$ cat config.mk
export PLATFORM = sky130hd
export DESIGN_NAME = codificador_segmentos_flat
export DESIGN_NICKNAME = d
export VERILOG_FILES = /design/src/rtl/codificador_segmentos_pkg.sv /design/src/rtl/codificador_segmentos_if.sv /design/src/rtl/seg_para_hex.sv /design/src/rtl/codificador_segmentos.sv /design/src/flat_wrapper.sv
export SDC_FILE = /design/constraint.sdc
export NUM_CORES = 1
export LEC_CHECK = 0
export BUFFER_PORTS_ARGS = -buffer_cell sky130_fd_sc_hd__buf_2
export CORE_ASPECT_RATIO = 0.7
export CORE_MARGIN = 5
export CORE_UTILIZATION = 55
export DETAILED_ROUTE_END_ITERATION = 10
export PLACE_DENSITY = 0.86
export SYNTH_ARGS = -nofsm -noshare
export SYNTH_HDL_FRONTEND = slang
export SYNTH_SLANG_ARGS = --single-unit
export TNS_END_PERCENT = 100
$ cat constraint.sdc
create_clock -name clock -period 4.6 [get_ports clock]
set_clock_uncertainty 0.05 [all_clocks]
set_input_delay 0.46 -clock clock [delete_from_list [all_inputs] [get_ports clock]]
set_output_delay 0.46 -clock clock [all_outputs]
set_load 0.005 [all_outputs]
$ cat src/rtl/codificador_segmentos_pkg.sv
//------------------------------------------------------------------------------
// codificador_segmentos_pkg : segment patterns and scan FSM encoding
// Rev 1.0
//------------------------------------------------------------------------------
`default_nettype none

package codificador_segmentos_pkg;

  // Active-low patterns, bit6 = a ... bit0 = g
  localparam logic [6:0] SEG_0     = 7'b0000001;
  localparam logic [6:0] SEG_1     = 7'b1001111;
  localparam logic [6:0] SEG_2     = 7'b0010010;
  localparam logic [6:0] SEG_3     = 7'b0000110;
  localparam logic [6:0] SEG_4     = 7'b1001100;
  localparam logic [6:0] SEG_5     = 7'b0100100;
  localparam logic [6:0] SEG_6     = 7'b0100000;
  localparam logic [6:0] SEG_7     = 7'b0001111;
  localparam logic [6:0] SEG_8     = 7'b0000000;
  localparam logic [6:0] SEG_9     = 7'b0000100;
  localparam logic [6:0] SEG_A     = 7'b0001000;
  localparam logic [6:0] SEG_B     = 7'b1100000;
  localparam logic [6:0] SEG_C     = 7'b0110001;
  localparam logic [6:0] SEG_D     = 7'b1000010;
  localparam logic [6:0] SEG_E     = 7'b0110000;
  localparam logic [6:0] SEG_F     = 7'b0111000;
  localparam logic [6:0] SEG_BLANK = 7'b1111111;

  typedef enum logic [1:0] {
    OCIOSO    = 2'd0,
    AMOSTRA   = 2'd1,
    CAPTURADO = 2'd2
  } estado_t;

endpackage

`default_nettype wire

$ cat src/rtl/codificador_segmentos_if.sv
//------------------------------------------------------------------------------
// codificador_segmentos_if : snooped display bus plus recovered-frame outputs
// Rev 1.0
//------------------------------------------------------------------------------
`default_nettype none

interface codificador_segmentos_if #(
  parameter int NUM_DIG = 4
);
  logic [6:0]           segmentos;
  logic [NUM_DIG-1:0]   anodos;
  logic [4*NUM_DIG-1:0] valor;
  logic [NUM_DIG-1:0]   apagado;
  logic                 erro;
  logic                 atualizado;

  modport master (
    output segmentos, anodos,
    input  valor, apagado, erro, atualizado
  );

  modport slave (
    input  segmentos, anodos,
    output valor, apagado, erro, atualizado
  );
endinterface

`default_nettype wire

$ cat src/rtl/seg_para_hex.sv
//------------------------------------------------------------------------------
// seg_para_hex : inverse 7-segment table, pattern -> {nibble, blank, invalid}
// Rev 1.0
//------------------------------------------------------------------------------
`default_nettype none

module seg_para_hex
  import codificador_segmentos_pkg::*;
(
  input  logic [6:0] seg,
  output logic [3:0] nibble,
  output logic       blank,
  output logic       invalido
);

  always_comb begin
    nibble   = 4'h0;
    blank    = 1'b0;
    invalido = 1'b0;
    case (seg)
      SEG_0:     nibble = 4'h0;
      SEG_1:     nibble = 4'h1;
      SEG_2:     nibble = 4'h2;
      SEG_3:     nibble = 4'h3;
      SEG_4:     nibble = 4'h4;
      SEG_5:     nibble = 4'h5;
      SEG_6:     nibble = 4'h6;
      SEG_7:     nibble = 4'h7;
      SEG_8:     nibble = 4'h8;
      SEG_9:     nibble = 4'h9;
      SEG_A:     nibble = 4'hA;
      SEG_B:     nibble = 4'hB;
      SEG_C:     nibble = 4'hC;
      SEG_D:     nibble = 4'hD;
      SEG_E:     nibble = 4'hE;
      SEG_F:     nibble = 4'hF;
      SEG_BLANK: blank  = 1'b1;
      default:   invalido = 1'b1;
    endcase
  end

endmodule

`default_nettype wire

$ cat src/rtl/codificador_segmentos.sv
//------------------------------------------------------------------------------
// codificador_segmentos : recovers hex digits from a multiplexed 7-seg bus.
// Optional input synchronizer: define CODIF_SINC_EN.          Rev 1.0
//------------------------------------------------------------------------------
`default_nettype none

module codificador_segmentos
  import codificador_segmentos_pkg::*;
#(
  parameter int NUM_DIG = 4,
  parameter int ESTAVEL = 4
) (
  input  logic                    clock,
  input  logic                    reset,
  codificador_segmentos_if.slave  bus
);

  localparam int CNT_W = $clog2(ESTAVEL + 1);
  localparam int IDX_W = (NUM_DIG > 1) ? $clog2(NUM_DIG) : 1;

  logic [NUM_DIG-1:0] w_anod;
  logic [6:0]         w_seg;

`ifdef CODIF_SINC_EN
  logic [NUM_DIG-1:0] r_anod_s1, r_anod_s2;
  logic [6:0]         r_seg_s1, r_seg_s2;

  // Idle-bus reset value so the first real selection is seen as a change
  always_ff @(posedge clock or negedge reset) begin
    if (!reset) begin
      r_anod_s1 <= '1;
      r_anod_s2 <= '1;
      r_seg_s1  <= '1;
      r_seg_s2  <= '1;
    end else begin
      r_anod_s1 <= bus.anodos;
      r_anod_s2 <= r_anod_s1;
      r_seg_s1  <= bus.segmentos;
      r_seg_s2  <= r_seg_s1;
    end
  end

  assign w_anod = r_anod_s2;
  assign w_seg  = r_seg_s2;
`else
  assign w_anod = bus.anodos;
  assign w_seg  = bus.segmentos;
`endif

  logic [NUM_DIG-1:0] r_prev_anod;
  logic [6:0]         r_prev_seg;
  logic               w_mudou;
  logic [3:0]         w_zeros;
  logic [IDX_W-1:0]   w_idx;
  logic               w_valido;

  always_ff @(posedge clock or negedge reset) begin
    if (!reset) begin
      r_prev_anod <= '1;
      r_prev_seg  <= '1;
    end else begin
      r_prev_anod <= w_anod;
      r_prev_seg  <= w_seg;
    end
  end

  assign w_mudou = (w_anod != r_prev_anod) || (w_seg != r_prev_seg);

  always_comb begin
    w_zeros = 4'd0;
    w_idx   = '0;
    for (int i = 0; i < NUM_DIG; i++) begin
      if (!w_anod[i]) begin
        w_zeros = w_zeros + 4'd1;
        w_idx   = IDX_W'(i);
      end
    end
  end

  assign w_valido = (w_zeros == 4'd1);

  logic [3:0] w_nib;
  logic       w_blank;
  logic       w_inv;

  seg_para_hex u_seg_para_hex (
    .seg      (w_seg),
    .nibble   (w_nib),
    .blank    (w_blank),
    .invalido (w_inv)
  );

  estado_t          r_estado, w_prox;
  logic [CNT_W-1:0] r_cnt, w_cnt_prox;
  logic             w_captura;

  always_ff @(posedge clock or negedge reset) begin
    if (!reset) begin
      r_estado <= OCIOSO;
      r_cnt    <= '0;
    end else begin
      r_estado <= w_prox;
      r_cnt    <= w_cnt_prox;
    end
  end

  // The sample seen on the edge that enters AMOSTRA already counts as 1
  always_comb begin
    w_prox     = r_estado;
    w_cnt_prox = r_cnt;
    w_captura  = 1'b0;
    case (r_estado)
      OCIOSO: begin
        w_cnt_prox = '0;
        if (w_valido) begin
          w_prox     = AMOSTRA;
          w_cnt_prox = CNT_W'(1);
        end
      end
      AMOSTRA: begin
        if (!w_valido) begin
          w_prox     = OCIOSO;
          w_cnt_prox = '0;
        end else if (w_mudou) begin
          w_cnt_prox = CNT_W'(1);
        end else if (r_cnt == CNT_W'(ESTAVEL - 1)) begin
          w_cnt_prox = CNT_W'(ESTAVEL);
          w_captura  = 1'b1;
          w_prox     = CAPTURADO;
        end else begin
          w_cnt_prox = r_cnt + CNT_W'(1);
        end
      end
      CAPTURADO: begin
        if (w_mudou) begin
          if (w_valido) begin
            w_prox     = AMOSTRA;
            w_cnt_prox = CNT_W'(1);
          end else begin
            w_prox     = OCIOSO;
            w_cnt_prox = '0;
          end
        end
      end
      default: begin
        w_prox     = OCIOSO;
        w_cnt_prox = '0;
      end
    endcase
  end

  logic [NUM_DIG-1:0]   r_mask;
  logic [4*NUM_DIG-1:0] r_sh_nib;
  logic [NUM_DIG-1:0]   r_sh_blank;
  logic [NUM_DIG-1:0]   r_sh_err;
  logic                 w_commit;

  assign w_commit = &r_mask;

  // A capture landing on the commit edge survives the clear and opens the next frame
  always_ff @(posedge clock or negedge reset) begin
    if (!reset) begin
      r_mask     <= '0;
      r_sh_nib   <= '0;
      r_sh_blank <= '0;
      r_sh_err   <= '0;
    end else begin
      if (w_commit) begin
        r_mask   <= '0;
        r_sh_err <= '0;
      end
      if (w_captura) begin
        r_mask[w_idx]              <= 1'b1;
        r_sh_nib[{w_idx, 2'b00} +: 4] <= w_nib;
        r_sh_blank[w_idx]          <= w_blank;
        r_sh_err[w_idx]            <= w_inv;
      end
    end
  end

  logic [4*NUM_DIG-1:0] r_valor;
  logic [NUM_DIG-1:0]   r_apagado;
  logic                 r_erro;
  logic                 r_atualizado;

  always_ff @(posedge clock or negedge reset) begin
    if (!reset) begin
      r_valor      <= '0;
      r_apagado    <= '0;
      r_erro       <= 1'b0;
      r_atualizado <= 1'b0;
    end else begin
      r_atualizado <= w_commit;
      if (w_commit) begin
        r_valor   <= r_sh_nib;
        r_apagado <= r_sh_blank;
        r_erro    <= |r_sh_err;
      end
    end
  end

  assign bus.valor      = r_valor;
  assign bus.apagado    = r_apagado;
  assign bus.erro       = r_erro;
  assign bus.atualizado = r_atualizado;

endmodule

`default_nettype wire

$ cat src/flat_wrapper.sv
// flat-port wrapper written by rule: the top's interface ports become plain ports
module codificador_segmentos_flat import codificador_segmentos_pkg::*;
#(
  parameter int NUM_DIG = 4,
  parameter int ESTAVEL = 4
)
  (clock, reset, bus_segmentos, bus_anodos, bus_valor, bus_apagado, bus_erro, bus_atualizado);
  codificador_segmentos_if #(.NUM_DIG(NUM_DIG)) bus_i ();
  input  logic clock;
  input  logic reset;
  input wire logic [$bits(bus_i.segmentos)-1:0] bus_segmentos;
  input wire logic [$bits(bus_i.anodos)-1:0] bus_anodos;
  output wire logic [$bits(bus_i.valor)-1:0] bus_valor;
  output wire logic [$bits(bus_i.apagado)-1:0] bus_apagado;
  output wire logic [$bits(bus_i.erro)-1:0] bus_erro;
  output wire logic [$bits(bus_i.atualizado)-1:0] bus_atualizado;
  assign bus_i.segmentos = bus_segmentos;
  assign bus_i.anodos = bus_anodos;
  assign bus_valor = bus_i.valor;
  assign bus_apagado = bus_i.apagado;
  assign bus_erro = bus_i.erro;
  assign bus_atualizado = bus_i.atualizado;
  codificador_segmentos #(.NUM_DIG(NUM_DIG), .ESTAVEL(ESTAVEL)) u_core (.clock(clock), .reset(reset), .bus(bus_i));
endmodule
==> results by group <==
Outcome
  – Status: finished, final reports clean

Synthesis
  – Ys Warns: 0
  – FFs w/ async S/R, synth: 1.000
  – Leading area contributor after synthesis: dfrtp_1
  – Top-area cell type share of the netlist area: 0.4178
  – Post-Syn Nets: 350
  – Avg Inst Size Synth: 10.11 um2
  – EDFF count, synth: 0
  – Synth cell types: 50
  – Post-synthesis cell area: 0.003294 mm2
  – Post-synthesis sequential area ratio: 0.5055
  – Register bit total from synthesis: 66
  – Top cells by area, synth: dfrtp_1 (42%), dfstp_2 (8.8%), nand2_1 (8.3%), mux2_2 (5.1%), ha_1 (4.2%)
  – Gate Count Post-Synth: 326
  – Main synth FF type: dfrtp_1

Timing
  – Fmax: 321.2 MHz
  – RSZ-0062 raised after global routing: false
  – Worst Max-Slew Pin Slew: 0.8208 ns
  – Finish-stage setup viols: 0
  – Setup tns final: 0 ns
  – Max-slew violations: 0
  – Final period utilization: 0.6767
  – Worst slew margin: 0.4512
  – Min Tclk post-route: 3.113 ns
  – Final Hold Vio Count: 0

Drt
  – Wire per inst: 15.55 um
  – Via density: 5.517
  – Drt total wl: 6796 um
  – Drt drc: 0
  – Vias: 2,411
  – Remaining antenna violation count: 0
  – First DRT Iteration DRCs: 118
  – DR pass1 iterations: 5

Finish
  – Most common cell after layout, fill and taps aside: nand2_1
  – Most frequent cells in the layout: nand2_1 (73), dfrtp_1 (55), buf_2 (34), mux2_2 (15), inv_1 (14)
  – Filler Cell Count: 471
  – Ant. Diodes: 0
  – NumNets Final: 381
  – Layout area overhead: 12.53%
  – Fraction of layout cells with a size suffix above 1: 0.2348

Power
  – Gate power share: 0.082
  – Cell-internal power: 882.1 uW
  – Pleak: 0.001899 uW
  – Flop pwr share: 0.503
  – PnR Total Power: 1188 uW
  – Net Switching: 306.3 uW
  – Worst vdd ir: 0.1741 mV
  – Sw Share: 0.2578
  – PwrDens: 320.6 mW/mm2
  – Clock Power Share: 0.415

Place
  – Port buffer count: 34
  – Post-DP HPWL: 4899 um
  – Gpl congestion: 0.8209

Min path
  – Hold Crit Class: in -> async

Critical path
  – CP required: 4.78 ns
  – Crit path DAT: 3.29 ns
  – Reg2reg setup slack: 2.39 ns
  – Critical path capture point type: flip-flop
  – Worst Path Max Fanout: 7
  – Setup CP Type: in -> reg
  – CP Launch Type: input port
  – Worst R2R Path Depth: 5
  – Reg2reg end: u_core.bus.valor[13]
  – FF-to-FF Start: u_core.r_mask[2]

Die
  – Initial Util: 0.5724
  – Die W: 102.5 um
  – FP Rows: 23
  – Die H: 74.75 um
  – Num ports: 35
  – Die area: 0.007662 mm2
  – CORE AREA: 0.005756 mm2

Clock tree
  – Setup Fix Bufs, Post-CTS: 0
  – TritonCTS buffer count: 9
  – Sink Count: 66
  – Worst skew pair latency: 0.35 ns
  – Hold Buf Count CTS: 0
  – Clock slew at reported path FFs: 0.08 ns
  – Worst-case clock buffer depth: 2
  – Post-CTS sizing: 0
  – CTS HTree Levels: 3
  – CTS tree: yes
  – Clk root buf: clkbuf_8

Global route
  – Grt met1 use: 0.2715
  – Met2 usage: 0.2890
  – Vias in the first global route: 2,340
  – M3 GR Usage: 0.05741
  – GRT overflow: 0
  – Most used routing layer: met2
  – First-pass GRT wire length: 11,270 um
  – GR Util All Layers: 0.1945
  – Initial antenna violation count: 0
  – Largest net degree at the start of global routing: 38

Job
  – Number of max-cap violations: 0
## stage by stage
step                        util  area (um2)  instances  setup WS [ns]  hold WS [ns]
final                     0.6441        3707        437          1.487       0.08246
after global routing      0.6441        3707        437          1.385        0.1228
after CTS                 0.6441        3707        437          1.521        0.1007
after detailed placement  0.6091        3506        421          1.154        0.4074
after global placement    0.6091        3506        421          1.257        0.4040
after floorplan                -        3294        326          1.564        0.1144
## sequential cells by signal, indices dropped and copies added (netlist names)
name / flops
u_core.bus.valor: 16
u_core.r_sh_nib: 16
u_core.r_prev_seg: 7
u_core.bus.apagado: 4
u_core.r_mask: 4
u_core.r_prev_anod: 4
u_core.r_sh_blank: 4
u_core.r_sh_err: 4
u_core.r_cnt: 3
u_core.r_estado: 2
u_core.bus.atualizado: 1
u_core.bus.erro: 1
## cells by family after synthesis
group           synth area share
compound gates           0.09457
xor+xnor                 0.03456
simple gates              0.2062
buf+inv                  0.03874
mux                      0.07862
flops                     0.5055
fa+ha+maj                0.04178
## worst max-delay path by stage
| stage | end | slack, ns | startpoint | cells past startpoint |
|---|---|---|---|---|
| 2_1_floorplan | u_core.r_sh_nib[4] | 1.56 | bus_anodos[0] | 9 |
| 4_1_cts | u_core.r_sh_nib[4] | 1.52 | bus_anodos[0] | 10 |
| 5_1_grt | u_core.r_sh_nib[4] | 1.39 | bus_anodos[1] | 10 |
| 6_report | u_core.r_sh_nib[4] | 1.49 | bus_anodos[1] | 10 |
| 3_3_place_gp | u_core.r_sh_blank[0] | 1.26 | bus_anodos[0] | 10 |
| 3_5_place_dp | u_core.r_sh_nib[3] | 1.15 | bus_anodos[0] | 10 |
## worst max-delay path, stage by stage
cell,delay (ns)
buf_2,0.12
inv_1,0.06
ha_1,0.33
xnor2_1,0.15
ha_1,0.30
or3b_1,0.36
a21o_1,0.22
a2111oi_4,0.60
nand3_1,0.33
mux2_2,0.35
## synthesized netlist by cell type (2+ instances only)
master	count
nand2_1	73
dfrtp_1	55
clkbuf_1	15
mux2_2	15
inv_1	14
xnor2_1	13
dfstp_2	11
ha_1	11
nand3_1	11
o21ai_0	10
mux2i_1	9
a21oi_1	7
nor2_1	7
nor3_1	6
a31oi_1	5
nand3b_1	5
nor2b_1	5
nand4_1	4
a211oi_1	3
a21o_1	3
o21bai_1	3
o31ai_1	3
a211o_1	2
and2_1	2
and3b_1	2
and4_1	2
nand3_2	2
nor3b_1	2
nor4b_1	2
o22ai_1	2
or3_1	2
or3b_2	2
## cell type report
cell class | instances | area, um2 | area share
inverter | 14 | 52.55 | 0.01417
sequential | 66 | 1665 | 0.4492
clock buffer | 9 | 123.9 | 0.03341
tap | 75 | 93.84 | 0.02531
timing repair buffer | 37 | 192.7 | 0.05197
multi-input combinational | 229 | 1501 | 0.4050
clock inverter | 7 | 77.57 | 0.02092
## power by group through the flow
stage               Sequential (uW)  Clock [uW]  Combinational, uW
CTS                             597         501               98.4
detailed placement              608           0               97.8
floorplan                       607           0               67.4
global placement                608           0               94.1
global route                    598         530                109
finish                          597         493               98.0
## layer usage
metal | wire (um) | share of wire
met5 | 0 | 0
met4 | 99 | 0.015
met3 | 380 | 0.056
met2 | 3096 | 0.46
met1 | 3219 | 0.47
(Power assumes the default switching activity.)
